File: src/rtl/stage_collision_scanner.sv
// stage_collision_scanner
//   Sweeps a processor-loaded table of stage rectangles, one entry per clock,
//   against the player hitbox and publishes OR-accumulated contact flags in
//   the 5-bit `wall` format consumed by physics_coprocessor.
//
// Ports:
//   clock         master clock, all state updates on posedge
//   reset         asynchronous, active-high reset
//   position      {x[15:0], y[15:0]}, bottom-left corner of hitbox, y up
//   scan_start    single-cycle scan request (ignored unless idle)
//   drop_through  suppresses platform contact (bit 4) for the scan
//   wr_en         table write strobe
//   wr_addr       table entry index (out-of-range writes are dropped)
//   wr_data       {x0, x1, y0, y1}, inclusive bounds
//   wr_ctrl       {platform, enable}
//   wall          {platform_down, left, right, down, up}
//   wall_valid    one-cycle pulse when `wall` updates
//   busy          high while the table sweep is running
module stage_collision_scanner #(
    parameter int unsigned NUM_RECTS = 8,
    parameter int unsigned ADDR_W    = 3,
    parameter int unsigned PLAYER_W  = 16,
    parameter int unsigned PLAYER_H  = 24,
    parameter int unsigned MARGIN    = 2
) (
    input  logic              clock,
    input  logic              reset,
    input  logic [31:0]       position,
    input  logic              scan_start,
    input  logic              drop_through,
    input  logic              wr_en,
    input  logic [ADDR_W-1:0] wr_addr,
    input  logic [63:0]       wr_data,
    input  logic [1:0]        wr_ctrl,
    output logic [4:0]        wall,
    output logic              wall_valid,
    output logic              busy
);

    localparam int unsigned IDX_W = (NUM_RECTS > 1) ? $clog2(NUM_RECTS) : 1;
    localparam logic [IDX_W-1:0] LAST_IDX = IDX_W'(NUM_RECTS - 1);

    typedef enum logic [1:0] {IDLE, SCAN, PUBLISH} state_t;

    state_t            state;
    logic [IDX_W-1:0]  idx;
    logic [15:0]       px;
    logic [15:0]       py;
    logic              drop_l;
    logic [4:0]        acc;

    logic [63:0]       rect_tab [NUM_RECTS];
    logic              en_tab   [NUM_RECTS];
    logic              plat_tab [NUM_RECTS];

    // Compare against the full-width address so aliasing into the table
    // cannot happen when ADDR_W is wider than the index.
    logic [31:0]       wr_addr_ext;
    logic              wr_hit;

    assign wr_addr_ext = 32'(wr_addr);
    assign wr_hit      = wr_en && (wr_addr_ext < NUM_RECTS);

    always_ff @(posedge clock or posedge reset) begin
        if (reset) begin
            for (int unsigned i = 0; i < NUM_RECTS; i++) begin
                rect_tab[i] <= '0;
                en_tab[i]   <= 1'b0;
                plat_tab[i] <= 1'b0;
            end
        end else if (wr_hit) begin
            rect_tab[wr_addr[IDX_W-1:0]] <= wr_data;
            en_tab[wr_addr[IDX_W-1:0]]   <= wr_ctrl[0];
            plat_tab[wr_addr[IDX_W-1:0]] <= wr_ctrl[1];
        end
    end

    // Entry evaluation, 17-bit unsigned so edge sums never wrap. Lower
    // bounds are expressed as additions on the other side of the compare.
    logic [16:0] px17, py17, r17, t17, m17;
    logic [16:0] x0, x1, y0, y1;
    logic        entry_ok, ov_x, ov_y;
    logic        c_down, c_up, c_right, c_left;
    logic [4:0]  flags;

    always_comb begin
        px17 = {1'b0, px};
        py17 = {1'b0, py};
        r17  = px17 + 17'(PLAYER_W - 1);
        t17  = py17 + 17'(PLAYER_H - 1);
        m17  = 17'(MARGIN);
        x0   = {1'b0, rect_tab[idx][63:48]};
        x1   = {1'b0, rect_tab[idx][47:32]};
        y0   = {1'b0, rect_tab[idx][31:16]};
        y1   = {1'b0, rect_tab[idx][15:0]};

        entry_ok = en_tab[idx] && (x0 <= x1) && (y0 <= y1);
        ov_x     = (r17 >= x0) && (px17 <= x1);
        ov_y     = (t17 >= y0) && (py17 <= y1);
        c_down   = ov_x && (py17 >= y1) && (py17 <= y1 + m17);
        c_up     = ov_x && (t17 <= y0) && (t17 + m17 >= y0);
        c_right  = ov_y && (r17 <= x0) && (r17 + m17 >= x0);
        c_left   = ov_y && (px17 >= x1) && (px17 <= x1 + m17);

        flags = '0;
        if (entry_ok) begin
            if (plat_tab[idx])
                flags = {c_down && !drop_l, 4'b0000};
            else
                flags = {1'b0, c_left, c_right, c_down, c_up};
        end
    end

    always_ff @(posedge clock or posedge reset) begin
        if (reset) begin
            state      <= IDLE;
            idx        <= '0;
            px         <= '0;
            py         <= '0;
            drop_l     <= 1'b0;
            acc        <= '0;
            wall       <= '0;
            wall_valid <= 1'b0;
            busy       <= 1'b0;
        end else begin
            wall_valid <= 1'b0;
            case (state)
                IDLE: begin
                    if (scan_start) begin
                        px     <= position[31:16];
                        py     <= position[15:0];
                        drop_l <= drop_through;
                        acc    <= '0;
                        idx    <= '0;
                        busy   <= 1'b1;
                        state  <= SCAN;
                    end
                end
                SCAN: begin
                    acc <= acc | flags;
                    if (idx == LAST_IDX) begin
                        idx   <= '0;
                        busy  <= 1'b0;
                        state <= PUBLISH;
                    end else begin
                        idx <= idx + 1'b1;
                    end
                end
                PUBLISH: begin
                    wall       <= acc;
                    wall_valid <= 1'b1;
                    state      <= IDLE;
                end
                default: state <= IDLE;
            endcase
        end
    end

endmodule

File: config.mk
export PLATFORM = sky130hd
export DESIGN_NAME = stage_collision_scanner
export DESIGN_NICKNAME = d
export VERILOG_FILES = /design/src/rtl/stage_collision_scanner.sv
export SDC_FILE = /design/constraint.sdc
export NUM_CORES = 1
export LEC_CHECK = 0
export BUFFER_PORTS_ARGS = -buffer_cell sky130_fd_sc_hd__buf_2
export CAP_MARGIN = 20
export CORE_ASPECT_RATIO = 1.25
export CORE_MARGIN = 2
export CORE_UTILIZATION = 35
export DETAILED_ROUTE_END_ITERATION = 8
export GPL_TIMING_DRIVEN = 0
export HOLD_SLACK_MARGIN = 0.15
export SLEW_MARGIN = 20
export SYNTH_ARGS = -nofsm -noshare
export SYNTH_HDL_FRONTEND = slang
export SYNTH_SLANG_ARGS = --single-unit
File: constraint.sdc
create_clock -name clock -period 29 [get_ports clock]
set_input_delay 2.9 -clock clock [delete_from_list [all_inputs] [get_ports clock]]
set_output_delay 2.9 -clock clock [all_outputs]
set_load 0.01 [all_outputs]
==> results.tsv <==
metric	value	unit
rsz0062_at_grt	no	
period_needed	6.36	ns
ant_nets	0	
grt_overflow	0	
clk_latency	0.61	ns
post-route-util	0.403	
timing.final.hold_violations	0	
tns	0	ns
ys_ff_latch	578	
yosysWarnings	0	
cp_cell_sequence	buf_6 -> buf_6 -> buf_6 -> buf_6 -> buf_6 -> buf_2 -> buf_2 -> mux4_2 -> mux2i_1 -> inv_1 -> ha_1 -> nand4_1 -> or4_1 -> o2111a_1 -> a211oi_1 -> nand4_1 -> a211o_1 -> o41ai_1	
syn_area_per_cell	13.6	um2
drt_pass1_iterations	5	
min_period_over_period	0.219	
cp_slowest_cell	dfrtp_1	
areaGrowthSynthToFinish	14.0	%
fp.dieW	269	um
p_leak	15.2	nW
initial_core_util	0.354	
path_depth	18	
power.total	3.91	mW
r2r_slack	22.64	ns
cpMostUsedCell	buf_6	
final_nets	2725	
cp-startpoint	idx[1]	
via_count	20000	
status	completed	
grt_max_degree	116	
ir_worst_vdd	0.0511	mV
synth-seq-area-share	0.470	
path_class	flip-flop to flip-flop	
cts_setup_buffers	0	
dpl.hpwl	64900	um
drtIter0Drc	1224	
cts_resized	0	
drive_gt1_frac	0.374	
drv_slew	0	
dieArea	90300	um2
async_flop_share	1.00	
gp_congestion	0.936	
synth_ff_type	dfrtp_1	
synthTopCellsByArea	dfrtp_1, mux2_2, mux4_2, ha_1, mux2i_1	
cts_root_buf	clkbuf_16	
coreArea	87100	um2
max_freq	0.157	GHz
synth_edf_count	0	
setup-violations-final	0	
synth_top_area_frac	0.470	
synthCells	2269	
io-pin-count	113	
pre_cts_ws	22.68	ns
worst_slack	22.64	ns
synth_area	30800	um2
drc	0	
synth_top_cell_by_area	dfrtp_1	
hold_class	flip-flop to flip-flop	
relSlewSlack	0.243	
clockBufferDepth	3	
cts_sinks	578	
arrival	6.84	ns
crit_family	buffers and inverters	
grt_use_total	0.194	
max_slew.worst_pin.slew	1.14	ns
synth_nets	2539	
r2r_end	acc[2]	
clk_pin_slew	0.06	ns
portBuffers	112	
hold_buffers	0	
die_height	336	um
grt_pass1_vias	21600	
worstSetupEndpoint	acc[2]	
cts.htree.levels	3	
antenna_found_initial	18	
critPathMaxFanout	10	
wl	87300	um
worst-path-buf-inv	8	
skew	0.0264	ns
vias_per_cell	5.44	
fp-row-count	121	
rr_worst_depth	18	
yosys.cell_types.count	80	
wl_per_cell	23.7	um
start_kind	flip-flop	
reg2reg_from	idx[1]	
grt_pass1_wl	134000	um
endpoint_kind	flip-flop	
cp_slowest_stage_delay	0.57	ns
worst_ep_required_time	29.48	ns
cts_tree	done	
p_per_area	111	nW/um2
maxCapViolCount	0	
cts_inserted_buffers	66	
==> logic make-up (layout without fill, tap and decap cells) <==
| family | after synthesis | in the layout | share of synthesized area |
|---|---|---|---|
| buffers and inverters | 175 | 410 | 0.0270 |
| AND/OR/NAND/NOR | 362 | 362 | 0.0598 |
| adder cells (fa/ha/maj) | 164 | 164 | 0.0667 |
| XOR/XNOR | 72 | 72 | 0.0205 |
| AO/OA/AOI/OAI | 185 | 185 | 0.0406 |
| multiplexers | 733 | 733 | 0.316 |
| other | 0 | 5 | 0 |
| flip-flops | 578 | 578 | 0.470 |
==> stage by stage <==
step	instances	hold slack (ns)	area (um2)
6_report	3677	0.497	35100
4_1_cts	3671	0.499	35100
5_1_grt	3674	0.509	35100
3_5_place_dp	3554	0.486	32900
3_3_place_gp	3549	0.479	32800
2_1_floorplan	2269	0.437	30800
==> Yosys cell counts, types with 4 or more instances <==
library cell and count:
nand2_1 143, buf_1 10, nand4_1 29, a211oi_1 11, o21a_1 4, o221ai_1 4
o21bai_1 4, xor2_1 25, nor2_1 46, ha_1 164, nor3_1 17, inv_1 68
clkbuf_1 62, or3_1 4, nand3_1 33, mux4_2 119, o21ai_0 43, nand2b_1 12
buf_2 15, a21o_1 10, o31ai_1 4, a31oi_1 6, a21boi_0 8, mux4_1 13
nor4_1 8, buf_6 12, nor2b_1 16, and2_1 4, a2111oi_0 4, mux2i_1 63
o2111ai_1 5, nor3b_1 4, o211ai_1 8, xnor2_1 47, and4_1 8, and3_1 11
nand4b_1 5, dfrtp_1 578, a21oi_1 43, mux2_2 537
==> registers in the layout, summed over array words and instances, names as in the netlist <==
register	flops
wall_valid	1
acc	5
plat_tab	8
state	2
py	16
px	16
rect_tab	512
en_tab	8
idx	3
busy	1
drop_l	1
wall	5
==> cell type report <==
type / count / area, um2
Timing Repair Buffer: 118 / 706
Inverter: 68 / 263
Antenna cell: 5 / 12.5
Sequential cell: 578 / 14500
Tap cell: 1168 / 1460
Clock buffer: 91 / 1880
Multi-Input combinational cell: 1516 / 15500
Clock inverter: 26 / 253
Fill cell: 8099 / 52000
Buffer: 107 / 576
==> where the power goes <==
| part | internal [mW] | switching [mW] | total (mW) |
|---|---|---|---|
| sequential | 0.999 | 0.148 | 1.15 |
| combinational | 0.874 | 1.07 | 1.95 |
| clock | 0.475 | 0.340 | 0.815 |
==> placed cells by master, fill, tap and decap left out, types with 10 or more instances in the layout <==
cell type  synthesis  routed
a21oi_1           43      43
o21ai_0           43      43
mux2i_1           63      63
nand2b_1          12      12
clkbuf_16          0      67
inv_1             68      67
mux4_1            13      13
xor2_1            25      25
nand3_1           33      33
and3_1            11      11
clkbuf_8           2      13
mux2_2           537     537
a211oi_1          11      11
xnor2_1           47      47
buf_1             10      10
buf_6             12      12
nand2_1          143     143
clkbuf_1          62      75
dfrtp_1          578     578
clkinv_2           0      12
nor3_1            17      17
nand4_1           29      29
nor2_1            46      46
ha_1             164     164
mux4_2           119     119
a21o_1            10      10
buf_2             15     127
nor2b_1           16      16
==> how the worst min path moves through the flow <==
stage,startpoint,end,slack (ns),cells past startpoint
global route,rect_tab[310],rect_tab[310],0.51,1
global placement,plat_tab[2],plat_tab[2],0.48,1
detailed placement,drop_l,acc[4],0.49,1
floorplan,acc[2],acc[2],0.44,2
CTS,acc[3],acc[3],0.50,2
finish,rect_tab[279],rect_tab[279],0.50,1
==> metal layers <==
layer,vias up,global-route usage,routed length [um]
met3,176,0.0344,4550
met1,10500,0.236,35600
li1,8862,-,-
met2,466,0.340,44100
met5,-,0,88
met4,16,0.0783,2900
Power figures use the tool's default switching activity.
